**src/rtl/eth_frame_parser.sv**
```systemverilog
// Ethernet frame parser behind the RMII receive stage: dibits -> bytes, DST filter,
// SRC/EtherType capture, payload stream with the trailing 4-byte FCS withheld.

module eth_frame_parser_dly #(
  parameter int DEPTH = 4
) (
  input  logic       clk,
  input  logic       rst,
  input  logic       clr,
  input  logic       push,
  input  logic [7:0] din,
  output logic [7:0] dout,
  output logic       full
);
  logic [DEPTH-1:0][7:0] dly;
  logic [DEPTH-1:0]      vld_pipe;

  // Occupancy rides alongside the data as a shift register; the oldest slot is
  // meaningful only once a 1 has shifted all the way through.
  always_ff @(posedge clk or posedge rst) begin
    if (rst) begin
      dly      <= '0;
      vld_pipe <= '0;
    end else if (clr) begin
      vld_pipe <= '0;
    end else if (push) begin
      dly      <= {dly[DEPTH-2:0], din};
      vld_pipe <= {vld_pipe[DEPTH-2:0], 1'b1};
    end
  end

  assign dout = dly[DEPTH-1];
  assign full = vld_pipe[DEPTH-1];
endmodule

module eth_frame_parser #(
  parameter logic [47:0] MAC_ADDR = 48'h02_00_00_00_00_01,
  parameter bit          PROMISC  = 1'b0
) (
  input  logic        clk,
  input  logic        rst,
  input  logic [1:0]  axiid,
  input  logic        axiiv,
  output logic [7:0]  axiod,
  output logic        axiov,
  output logic [47:0] src_mac,
  output logic [15:0] ethertype,
  output logic        hdr_valid,
  output logic        frame_done,
  output logic        frame_err,
  output logic [10:0] payload_len
);
  typedef enum logic [2:0] {SYNC, IDLE, DST, SRC, TYPE, PAYLOAD, DROP} state_t;

  localparam logic [10:0] BCNT_MAX = 11'h7FF;
  localparam logic [10:0] MIN_LEN  = 11'd18;

  state_t      state;
  logic [1:0]  dcnt;
  logic [5:0]  sr;
  logic [10:0] bcnt;
  logic        ovf;
  logic        uc_ok;
  logic        bc_ok;

  logic [7:0]  rx_byte;
  logic        byte_done;
  logic [7:0]  mac_byte;
  logic        uc_hit;
  logic        bc_hit;
  logic        dly_clr;
  logic        dly_push;
  logic [7:0]  dly_out;
  logic        dly_full;

  assign rx_byte   = {axiid, sr};
  assign byte_done = axiiv && (dcnt == 2'd3);

  always_comb begin
    mac_byte = MAC_ADDR[7:0];
    case (bcnt[2:0])
      3'd0:    mac_byte = MAC_ADDR[47:40];
      3'd1:    mac_byte = MAC_ADDR[39:32];
      3'd2:    mac_byte = MAC_ADDR[31:24];
      3'd3:    mac_byte = MAC_ADDR[23:16];
      3'd4:    mac_byte = MAC_ADDR[15:8];
      default: mac_byte = MAC_ADDR[7:0];
    endcase
  end

  // Unicast and broadcast matches are tracked independently so a mix of the two
  // across bytes 0-5 is still a reject.
  assign uc_hit = uc_ok && (rx_byte == mac_byte);
  assign bc_hit = bc_ok && (rx_byte == 8'hFF);

  assign dly_clr  = (state == IDLE) && axiiv;
  assign dly_push = (state == PAYLOAD) && byte_done;

  eth_frame_parser_dly #(.DEPTH(4)) u_dly (
    .clk  (clk),
    .rst  (rst),
    .clr  (dly_clr),
    .push (dly_push),
    .din  (rx_byte),
    .dout (dly_out),
    .full (dly_full)
  );

  always_ff @(posedge clk or posedge rst) begin
    if (rst) begin
      state       <= SYNC;
      dcnt        <= '0;
      sr          <= '0;
      bcnt        <= '0;
      ovf         <= 1'b0;
      uc_ok       <= 1'b0;
      bc_ok       <= 1'b0;
      axiod       <= '0;
      axiov       <= 1'b0;
      src_mac     <= '0;
      ethertype   <= '0;
      hdr_valid   <= 1'b0;
      frame_done  <= 1'b0;
      frame_err   <= 1'b0;
      payload_len <= '0;
    end else begin
      axiov      <= 1'b0;
      hdr_valid  <= 1'b0;
      frame_done <= 1'b0;
      case (state)
        SYNC: if (!axiiv) state <= IDLE;
        IDLE: begin
          if (axiiv) begin
            state       <= DST;
            dcnt        <= 2'd1;
            sr          <= {4'b0, axiid};
            bcnt        <= '0;
            ovf         <= 1'b0;
            uc_ok       <= 1'b1;
            bc_ok       <= 1'b1;
            payload_len <= '0;
          end
        end
        DROP: if (!axiiv) state <= IDLE;
        default: begin
          if (!axiiv) begin
            state      <= IDLE;
            frame_done <= 1'b1;
            frame_err  <= (dcnt != 2'd0) || (bcnt < MIN_LEN) || ovf;
          end else begin
            dcnt <= dcnt + 2'd1;
            case (dcnt)
              2'd0:    sr[1:0] <= axiid;
              2'd1:    sr[3:2] <= axiid;
              2'd2:    sr[5:4] <= axiid;
              default: ;
            endcase
            if (byte_done) begin
              if (bcnt == BCNT_MAX) ovf <= 1'b1;
              else                  bcnt <= bcnt + 11'd1;
              case (state)
                DST: begin
                  uc_ok <= uc_hit;
                  bc_ok <= bc_hit;
                  if (bcnt == 11'd5)
                    state <= (PROMISC || uc_hit || bc_hit) ? SRC : DROP;
                end
                SRC: begin
                  src_mac <= {src_mac[39:0], rx_byte};
                  if (bcnt == 11'd11) state <= TYPE;
                end
                TYPE: begin
                  ethertype <= {ethertype[7:0], rx_byte};
                  if (bcnt == 11'd13) begin
                    hdr_valid <= 1'b1;
                    state     <= PAYLOAD;
                  end
                end
                PAYLOAD: begin
                  // A push into a full line releases its oldest byte: whatever is
                  // still held when the frame ends is the FCS.
                  if (dly_full) begin
                    axiod <= dly_out;
                    axiov <= 1'b1;
                    if (payload_len != BCNT_MAX) payload_len <= payload_len + 11'd1;
                  end
                end
                default: ;
              endcase
            end
          end
        end
      endcase
    end
  end
endmodule

```
**config.mk**
```make
export PLATFORM = sky130hd
export DESIGN_NAME = eth_frame_parser
export DESIGN_NICKNAME = d
export VERILOG_FILES = /design/src/rtl/eth_frame_parser.sv
export SDC_FILE = /design/constraint.sdc
export NUM_CORES = 1
export LEC_CHECK = 0
export CORE_MARGIN = 1
export CORE_UTILIZATION = 40
export DETAILED_ROUTE_END_ITERATION = 16
export PLACE_DENSITY = 0.58
export SYNTH_ARGS = -nofsm -noshare
export SYNTH_HDL_FRONTEND = slang
export SYNTH_SLANG_ARGS = --single-unit
```
**constraint.sdc**
```tcl
create_clock -name clk -period 9.4 [get_ports clk]
set_input_delay 0.94 -clock clk [delete_from_list [all_inputs] [get_ports clk]]
set_output_delay 0.94 -clock clk [all_outputs]
set_load 0.005 [all_outputs]
```
[Word level (Yosys, flattened, before mapping)]
Index checks and enable logic that the tools add are counted.
W data, S select, Z words.
Storage, ports and cells
  register bits: 148
  latch bits: 0
  bits in writable memories: 0
  memory bits (read-only): 0
  input bits: 5
  output and inout bits: 87
  word-level logic and storage cells: 156
  memories: 0
Operators by class
  add/subtract/negate cells: 3
  multiply operators: 0
  div/mod/pow operators: 0
  order comparisons: 1
  equal/unequal tests: 28
  shift-type cells: 0
  multiplexer cells: 59
  bitwise gates (word level): 4
  reductions and logical operators: 39
Operator list (number)
  $mux W11: 9
  $pmux W11 S2: 2
  $mux W3: 8
  $mux W1: 23
  $add A11 B1 Y11 const B: 2
  $eq A11 B4 Y1 const B: 2
  $reduce_bool A2 Y1: 11
  $reduce_and A4 Y1: 5
  $eq A3 B2 Y1 const B: 4
  $eq A3 B3 Y1 const B: 4
  $mux W6: 2
  $ne A4 B4 Y1 const B: 3
  $pmux W6 S2: 1
  $eq A11 B11 Y1 const B: 1
  $eq A11 B3 Y1 const B: 1
  $lt A11 B5 Y1 const B: 1
  $ne A11 B11 Y1 const B: 1
  $mux W2: 5
  $pmux W3 S3: 1
  $reduce_and A3 Y1: 3
  $eq A8 B8 Y1: 1
  $eq A8 B8 Y1 const B: 1
  $mux W4: 2
  $pmux W2 S2: 2
  21 further kinds: 39

[Longest topological paths before layout]
Gate-level depths: netlist of the first run.
  word-level depth: 12
  depth in mapped cells: 7
  gate-level depth less buffers: 7

[Modules after synthesis]
Synthesis of the first run repeated with hierarchy kept, for this count alone.
Unflattened totals
  cells, all modules: 492
  area, all modules: 6676.4 µm²
Modules (own cells, without submodules)
  eth_frame_parser: times used 1, cells each 401, area an instance 5093.6 µm², seq. area each 2802.7 µm²
  eth_frame_parser_dly: times used 1, cells each 91, area an instance 1582.8 µm², seq. area each 900.9 µm²

[Least setup slack after synthesis of the first run]
No wires, ideal clock.
  path kind: input-to-reg
  start point: input axiiv
  end point: register ethertype[0]
  library setup time: 0.125 ns
  arrival: 2.282 ns
  data required time: 9.275 ns
  setup slack: 6.993 ns
  cell stages on the path: 6
  buffers on the path: 3
  path through: buf_2 -> nand2_1 -> or4b_1 -> buf_2 -> buf_6 -> mux2_4
Between the ends
  word-level cells in the longest chain between the ends: 2
Ends and longest elaborated chain
  start: declaration: line 43  | input logic axiiv,
  $logic_and A1 B1 Y1: line 77  | assign byte_done = axiiv && (dcnt == 2'd3);
  $reduce_and A4 Y1 (no line) *
  end signal: assignment: line 173  | ethertype <= {ethertype[7:0], rx_byte};
  end: declaration: line 47  | output logic [15:0] ethertype,
Every way passes the cells marked *; elsewhere a longest branch is shown, timed or not.
A chain may end at the register's enable or synchronous reset.

[Final worst setup path of the first run]
  start point: input axiiv
  end point: register ethertype[4]
The elaborated chain is that of the path after synthesis.

==> flow_summary_export.csv, run 1 <==
group,metric,value,unit
synthesis,synthMuxAreaShare,13.73,%
synthesis,netlist.top_cell.by_area,"dfrtp_1",
worst_setup_path,crit_arrival,3.41,ns
synthesis,seq_area_frac_synth,57.31,%
pwr,power.leakage,3.829,nW
timing,fin_hold_ws,0.4612,ns
timing,finalCritPeriodShare,33.05,%
synthesis,synth.avg_cell_area,11.69,sq um
synthesis,synth_compound_area_share,6.215,%
drt,post-route-drc-count,0,
worst_setup_path,r2r_cells,4,
cts,insertion_delay,0.42,ns
timing,fin_crit,3.107,ns
layout,fillers,1397,
outcome,status,"completed",
min_path,min_path_cells,2,
worst_setup_path,timing.rr.start,"state[2]",
layout,finalNonFillerCells,870,
drt,vias_per_cell,5.068,
worst_setup_path,rr_endpoint,"src_mac[19]",
timing,finalMaxSlewViolations,0,
timing,hold_viol,0,
min_path,min_to,"u_dly.dout[0]",
worst_setup_path,worst-path-buf-inv,1,
drt,dr.pass1.iters,4,
drt,avgRoutedWirePerCell,14.88,microns
worst_setup_path,cp_max_fo,18,
floorplan,design.die.area,16670,sq um
grt,grt-ovfl-total,0,
cts,cts_tree,"built",
grt,antenna_found_initial,0,
cts,clock_path_buffers,2,
timing,relSlewSlack,26.43,%
synthesis,synth_xor_area_share,1.897,%
synthesis,synth_top_family_by_area,"simple AND/OR/NAND/NOR gates",
synthesis,synth-adder-area-share,1.742,%
worst_setup_path,crit_type,"input port to flip-flop",
synthesis,synthTopCellsByArea,"dfrtp_1, mux2_2, nand2_1",
cts,cts_setup_buffers,0,
synthesis,ys_types,61,
worst_setup_path,critPathSlowestCell,"or4b_1",
place,portBuffers,91,
run,maxCapViolations,0,
worst_setup_path,crit_path_cell_trace,"clkdlybuf4s50_1 -> nand2_1 -> or4b_1 -> mux2_4",
cts,cts.sink_count,148,
floorplan,core-area,15830,sq um
place,gp_congestion,0.8307,
layout,diodes,0,
cts,htreeDepth,4,
worst_setup_path,r2r_slack,6.87,ns
layout,fin_util,51.55,%
pwr,powerDensity,239.1,nW/um^2
cts,cts_made_buffers,17,
synthesis,synth-main-ff-cell,"dfrtp_1",
synthesis,synth_simple_gate_area_share,16.26,%
timing,fmax,321.9,MHz
worst_setup_path,path_delay_family,"simple AND/OR/NAND/NOR gates",
grt,grt_pass1_wl,21.44,mm
min_path,hp-start,"u_dly.dly[16]",
place,hpwl,8.493,mm
drt,wl,12.95,mm
cts,cts_root_buf,"clkbuf_16",
synthesis,netlist_area,6462,sq um
grt,grt_use_total,16.71,%
place,dp.cells,838,
cts,ctsHoldBuffers,0,
synthesis,synthCells,553,
synthesis,synth-edff-count,0,
synthesis,ys_async_sr_fraction,100.0,%
timing,rsz0062_at_grt,"false",
floorplan,io_pins,92,
worst_setup_path,worstPathRequired,9.70,ns
timing,tns,0,ns
pwr,vdd_drop_max,0.1366,mV
place,pre_cts_slack,5.872,ns
layout,num-nets-final,655,
synthesis,synth_nets,567,
synthesis,ys_ff_latch,148,
layout,drive_gt1_share,19.42,%
worst_setup_path,max_stage_delay,0.97,ns
cts,clkTransAtPathRegs,0.06,ns
timing,tightest_slew,1.100,ns
worst_setup_path,cp-end-kind,"flip-flop",
floorplan,die_w,129.1,microns
cts,ctsResizeCount,0,
floorplan,start_util,40.83,%
timing,setup_viol,0,
grt,grt_pass1_vias,4210,
drt,drt_iter0_drc,247,
floorplan,rows,46,
synthesis,synth_warnings,0,
drt,ant_nets,0,
layout,areaGrowthSynthToFinish,26.25,%
floorplan,die_h,129.1,microns
timing,layout_setup_ws,6.293,ns
drt,vias,4409,
worst_setup_path,cp-start-kind,"input port",
timing,fin_skew,0.006945,ns
grt,grt_max_degree,89,
min_path,min_path_type,"flip-flop to flip-flop",
synthesis,yosys.area.top_type_share,57.31,%
-- flip-flops by register name, indices dropped and copies added (netlist names), 2 cells and up --
signal,flops
axiod,8
bcnt,11
dcnt,2
ethertype,16
payload_len,11
sr,6
src_mac,48
state,3
u_dly.dly,24
u_dly.dout,8
u_dly.vld_pipe,4
-- final cells by class --
cell class                      count  area (sq um)  share of cell area (%)
Sequential cell                   148          3704                   45.39
Clock inverter                     14         176.4                   2.162
Timing Repair Buffer               96         948.4                   11.62
Multi-Input combinational cell    365          2577                   31.59
Inverter                           13         53.80                  0.6594
Clock buffer                       18         429.2                   5.260
Tap cell                          216         270.3                   3.312
-- where the power goes --
part,total (W),internal (W),switching (W)
registers,0.000841,0.000727,0.000114
clock network,0.000690,0.000419,0.000270
logic,0.000420,0.000225,0.000195
total,0.00195,0.00137,0.000579
-- kinds of logic (layout without fill, tap and decap cells) --
kind of cell | after synthesis | after routing
mux | 76 | 76
fa+ha+maj | 9 | 9
buf+inv | 40 | 141
flops | 148 | 148
simple gates | 215 | 215
xor+xnor | 14 | 14
compound gates | 51 | 51
-- synthesized netlist by cell type (2+ instances only) --
cell	instances
mux2i_1	2
nor2_1	28
nand2b_1	7
a21o_1	4
nand4_1	5
buf_4	2
clkbuf_1	5
mux2_2	65
xnor2_1	13
nor4_1	7
or4_4	2
nor4b_1	3
inv_1	13
nand3b_1	2
nand3_1	15
buf_2	15
o31ai_1	2
a21oi_1	9
buf_1	4
mux2_4	9
nand2_1	116
dfrtp_1	148
a32o_1	4
nor3b_1	5
nor3_1	7
nor4_2	4
o22ai_1	2
o21ai_0	9
and4_1	3
ha_1	9
a22o_1	3
o211ai_1	2
-- metal layers --
layer,up-vias,track usage (%),routed length [microns]
met4,0,6.436,205
met2,80,26.53,6271
met3,20,4.459,456
met5,-,0,0
li1,2106,-,-
met1,2203,21.88,6012
-- worst max path at each step --
stage,from,to,cells after the start
finish,axiiv,ethertype[4],4
global route,axiiv,src_mac[9],5
global placement,axiiv,ethertype[8],4
floorplan,rst,axiod[0],1
detailed placement,axiiv,src_mac[12],5
CTS,axiiv,src_mac[12],5
-- through the flow --
| step | area (sq um) | total power, W |
|---|---|---|
| floorplan | 6462 | 0.001089 |
| global placement | 7553 | 0.001263 |
| detailed placement | 7553 | 0.001276 |
| CTS | 8159 | 0.001973 |
| global route | 8159 | 0.002057 |
| finish | 8159 | 0.001950 |
-- worst min-delay path: cells and delay by family (launching register included) --
kind,cells,cell delay (ns)
DFF,1,0.34
and+or+nand+nor,2,0.10
-- cell usage in the layout, fill, tap and decap left out, types with 3 or more instances in the layout --
cell type	instances
dfrtp_1	148
nand2_1	115
clkdlybuf4s50_1	91
mux2_2	65
nor2_1	28
clkbuf_16	17
nand3_1	15
xnor2_1	13
inv_1	12
a21oi_1	9
o21ai_0	9
mux2_4	9
ha_1	9
nand2b_1	7
nor3_1	7
nor4_1	7
nand4_1	5
nor3b_1	5
clkinvlp_4	5
buf_4	5
a21o_1	4
nor4_2	4
inv_6	4
a32o_1	4
nor4b_1	3
and4_1	3
a22o_1	3
bufinv_16	3
Note: power is estimated with default switching activity, not from simulation.
==> inputs of run 2 (changes only) <==
- clock period: 9.4 -> 3.18 ns (I/O delays scaled with it)
==> flow_summary_export.csv, run 2 (synthesized netlist as in run 1, its figures left out) <==
group,metric,value,unit
outcome,status,"completed",
drt,vias_per_cell,4.998,
layout,fin_util,51.87,%
floorplan,die_h,129.1,microns
floorplan,io_pins,92,
drt,drt_iter0_drc,260,
worst_setup_path,worstPathRequired,3.48,ns
cts,ctsResizeCount,0,
place,gp_congestion,0.8164,
layout,reg.largest.list,"src_mac (48), u_dly.dly (24), ethertype (16)",
cts,insertion_delay,0.42,ns
cts,cts_root_buf,"clkbuf_16",
floorplan,rows,46,
worst_setup_path,cp-end-kind,"flip-flop",
pwr,clockPowerShare,34.0,%
pwr,swShare,29.63,%
drt,vias,4383,
grt,grt-ovfl-total,0,
timing,fin_hold_ws,0.2631,ns
cts,cts_made_buffers,17,
pwr,power_switching,0.001680,W
grt,grt_pass1_vias,4375,
timing,fin_crit,2.313,ns
layout,areaGrowthSynthToFinish,27.03,%
worst_setup_path,crit_arrival,2.61,ns
pwr,vdd_drop_max,0.3997,mV
timing,fmax,432.3,MHz
timing,finalCritPeriodShare,72.74,%
place,hpwl,8.835,mm
pwr,power_frac_comb,22.3,%
drt,ant_nets,0,
timing,setup_viol,0,
worst_setup_path,r2r_slack,0.87,ns
cts,ctsHoldBuffers,0,
drt,post-route-drc-count,0,
layout,largest_register,"src_mac",
timing,tightest_slew,0.6967,ns
pwr,power.leakage,3.871,nW
layout,final_common_cell,"dfrtp_1",
cts,cts_setup_buffers,0,
layout,drive_gt1_share,20.27,%
cts,cts_tree,"built",
grt,antenna_found_initial,0,
grt,grt_use_total,17.23,%
cts,clock_path_buffers,2,
timing,tns,0,ns
pwr,power.internal,0.003989,W
pwr,powerDensity,690.6,nW/um^2
timing,hold_viol,0,
grt,grt_pass1_wl,22.14,mm
drt,dr.pass1.iters,4,
layout,diodes,0,
timing,fin_skew,0.009102,ns
floorplan,die_w,129.1,microns
cts,htreeDepth,4,
timing,rsz0062_at_grt,"false",
drt,wl,13.09,mm
drt,avgRoutedWirePerCell,14.92,microns
layout,layout_common_cells,"dfrtp_1, nand2_1, clkdlybuf4s50_1, mux2_2, nor2_1",
min_path,min_path_type,"input port to async pin",
timing,relSlewSlack,53.12,%
worst_setup_path,cp-start-kind,"flip-flop",
worst_setup_path,r2r_cells,6,
timing,finalMaxSlewViolations,0,
cts,clkTransAtPathRegs,0.06,ns
floorplan,core-area,15830,sq um
floorplan,start_util,40.83,%
run,maxCapViolations,0,
place,portBuffers,91,
cts,cts.sink_count,148,
layout,largest_reg_flops,48,
worst_setup_path,crit_type,"flip-flop to flip-flop",
pwr,power,0.005669,W
grt,grt_max_degree,71,
pwr,p_seq_share,43.7,%
layout,num-nets-final,662,
floorplan,design.die.area,16670,sq um
worst_setup_path,timing.rr.start,"dcnt[0]",
worst_setup_path,rr_endpoint,"src_mac[40]",
worst_setup_path,cp_max_fo,34,
-- run 2: cell types whose count changed in the layout (fill, tap and decap cells not counted), sizes merged --
| cell | delta |
|---|---|
| clkinvlp | -2 |
| buf | +7 |
| bufinv | -2 |
| inv | -2 |
| clkbuf | +4 |
| clkinv | +2 |
-- run 2: worst max path at each step --
stage	start	end	slack (ns)	depth (start not counted)
final	dcnt[0]	src_mac[40]	0.87	6
after global routing	dcnt[0]	src_mac[7]	0.69	6
after CTS	dcnt[0]	src_mac[40]	0.84	6
after detailed placement	axiiv	src_mac[40]	0.80	6
after global placement	axiiv	src_mac[16]	0.85	6
after floorplan	rst	axiod[0]	1.00	1
-- run 2: power by group through the flow --
stage / sequential (W) / clock, W / combinational [W]
after floorplan: 0.00238 / 0 / 0.000841
after global placement: 0.00250 / 0 / 0.00125
after detailed placement: 0.00252 / 0 / 0.00128
after CTS: 0.00248 / 0.00199 / 0.00128
after global routing: 0.00253 / 0.00207 / 0.00140
final: 0.00248 / 0.00193 / 0.00126
-- run 2: stage by stage --
step	cell area (sq um)	worst slack, ns	std cells
5_1_grt	8209	0.6945	877
4_1_cts	8209	0.8373	877
3_3_place_gp	7630	0.8533	845
2_1_floorplan	6466	1.001	553
3_5_place_dp	7630	0.8027	845
6_report	8209	0.8667	877
-- run 2: final cells by class --
type / count / area [sq um]
Fill cell: 1386 / 7619
Sequential cell: 148 / 3704
Multi-Input combinational cell: 365 / 2577
Timing Repair Buffer: 103 / 1026
Clock buffer: 22 / 484.2
Tap cell: 216 / 270.3
Clock inverter: 10 / 95.09
Inverter: 13 / 52.55
-- run 2: worst max-delay path, cell delays in order, from the launching register on --
cell and delay (ns):
dfrtp_1 0.42, ha_1 0.31, nand4b_1 0.23, inv_1 0.08, nand2_2 0.28, buf_4 0.46, mux2_2 0.39
-- run 2: metal layers --
layer,part of all wire [%],up-vias,wire length (microns),global-route usage (%)
met5,0,-,0,0
li1,-,2101,-,-
met4,1.5,0,190,6.851
met2,48,84,6220,27.32
met1,47,2179,6171,22.29
met3,3.9,19,507,4.913
==> inputs of run 3 (changes only) <==
- clock period: 3.18 -> 2.4 ns (I/O delays scaled with it)
==> flow_summary_export.csv, run 3 (synthesized netlist as in run 1, its figures left out) <==
group,metric,value,unit
timing,layout_setup_ws,0.1458,ns
pwr,swShare,29.13,%
drt,vias_per_cell,5.020,
grt,antenna_found_initial,0,
cts,ctsHoldBuffers,0,
layout,largest_reg_flops,48,
worst_setup_path,cp-end-kind,"flip-flop",
timing,fin_crit,2.254,ns
pwr,power_switching,0.002253,W
cts,clkTransAtPathRegs,0.06,ns
layout,final_common_cell,"dfrtp_1",
cts,clock_path_buffers,2,
timing,setup_viol,0,
drt,wl,13.11,mm
worst_setup_path,critPathSlowestCell,"or4_4",
layout,areaGrowthSynthToFinish,28.67,%
floorplan,start_util,40.83,%
timing,hold_viol,0,
pwr,power_frac_comb,22.6,%
worst_setup_path,crit_path_cell_trace,"inv_1 -> ha_1 -> or4_4 -> and3_4 -> nor4_4 -> o22ai_1 -> a211oi_2",
timing,fin_hold_ws,0.2957,ns
floorplan,rows,46,
cts,ctsResizeCount,0,
cts,insertion_delay,0.42,ns
worst_setup_path,crit_type,"flip-flop to flip-flop",
grt,grt_pass1_wl,21.98,mm
floorplan,io_pins,92,
timing,fmax,443.6,MHz
drt,drt_iter0_drc,246,
cts,htreeDepth,4,
place,pre_cts_slack,0.1740,ns
timing,tns,0,ns
pwr,powerDensity,930.3,nW/um^2
timing,rsz0062_at_grt,"false",
layout,diodes,0,
timing,finalMaxSlewViolations,0,
drt,dr.pass1.iters,4,
drt,post-route-drc-count,0,
pwr,p_seq_share,42.2,%
timing,relSlewSlack,63.73,%
pwr,vdd_drop_max,0.5479,mV
cts,cts_made_buffers,17,
pwr,power.leakage,3.924,nW
layout,drive_gt1_share,21.08,%
place,dp.cells,853,
drt,avgRoutedWirePerCell,14.81,microns
drt,vias,4443,
timing,tightest_slew,0.5440,ns
outcome,status,"completed",
worst_setup_path,cp-start-kind,"flip-flop",
cts,cts_tree,"built",
floorplan,die_h,129.1,microns
timing,finalCritPeriodShare,93.92,%
floorplan,design.die.area,16670,sq um
drt,ant_nets,0,
worst_setup_path,worstPathRequired,2.73,ns
cts,cts_root_buf,"clkbuf_16",
cts,cts_setup_buffers,0,
pwr,power.internal,0.005483,W
place,portBuffers,91,
layout,num-nets-final,670,
grt,grt_pass1_vias,4290,
layout,finalNonFillerCells,885,
worst_setup_path,max_stage_delay,0.54,ns
run,maxCapViolations,0,
grt,grt-ovfl-total,0,
worst_setup_path,crit_arrival,2.58,ns
layout,reg.largest.list,"src_mac (48), u_dly.dly (24), ethertype (16)",
place,hpwl,8.870,mm
pwr,clockPowerShare,35.2,%
worst_setup_path,cp_max_fo,6,
grt,grt_max_degree,90,
layout,layout_common_cells,"dfrtp_1, nand2_1, clkdlybuf4s50_1, mux2_2, nor2_1",
layout,fillers,1394,
cts,cts.sink_count,148,
grt,grt_use_total,17.03,%
place,gp_congestion,0.8117,
timing,fin_skew,0.007448,ns
floorplan,die_w,129.1,microns
floorplan,core-area,15830,sq um
layout,largest_register,"src_mac",
min_path,min_path_type,"input port to async pin",
[run 3: per-stage QoR]
step	cell area, sq um	power (W)	utilization (%)
after CTS	8315	0.007836	52.54
final	8315	0.007736	52.54
after global placement	7702	0.005019	48.66
after detailed placement	7702	0.005082	48.66
after floorplan	6466	0.004265	-
after global routing	8315	0.008141	52.54
[run 3: path summary, 6_finish.rpt]
path,endpoint,cells past startpoint,slack [ns],start
max,state[0],7,0.15,bcnt[0]
min,axiod[4],3,0.30,rst
max reg2reg,state[0],7,0.15,bcnt[0]
min reg2reg,u_dly.dly[15],2,0.46,u_dly.dly[7]
max in group asynchronous,src_mac[16],3,1.68,rst
min in group clk,u_dly.dly[15],2,0.46,u_dly.dly[7]
[run 3: area by class of cell]
type | instances | area, sq um | area share, %
clock buffer | 21 | 460.4 | 5.537
clock inverter | 11 | 152.6 | 1.836
inverter | 13 | 52.55 | 0.6320
multi-input combinational | 365 | 2577 | 31.00
sequential | 148 | 3704 | 44.54
tap | 216 | 270.3 | 3.250
timing repair buffer | 111 | 1099 | 13.21
[run 3: power groups by stage]
stage               Combinational (W)  Clock (W)  Sequential [W]
global route                  0.00192    0.00289         0.00333
floorplan                     0.00111          0         0.00315
global placement              0.00172          0         0.00330
CTS                           0.00178    0.00279         0.00327
detailed placement            0.00177          0         0.00331
finish                        0.00175    0.00272         0.00326
[run 3: worst max-delay path, delay by kind of cell, from the launching register on]
kind,cells,cell delay (ns)
simple gates,3,1.06
flops,1,0.44
compound gates,2,0.33
fa+ha+maj,1,0.23
buf+inv,1,0.10
[run 3: per-layer routing]
| metal | vias up | share of wire, % | track usage (%) |
|---|---|---|---|
| met5 | - | 0 | 0 |
| met4 | 0 | 1.4 | 7.336 |
| met3 | 17 | 3.8 | 3.799 |
| met2 | 94 | 48 | 27.36 |
| met1 | 2203 | 46 | 22.20 |
| li1 | 2129 | - | - |
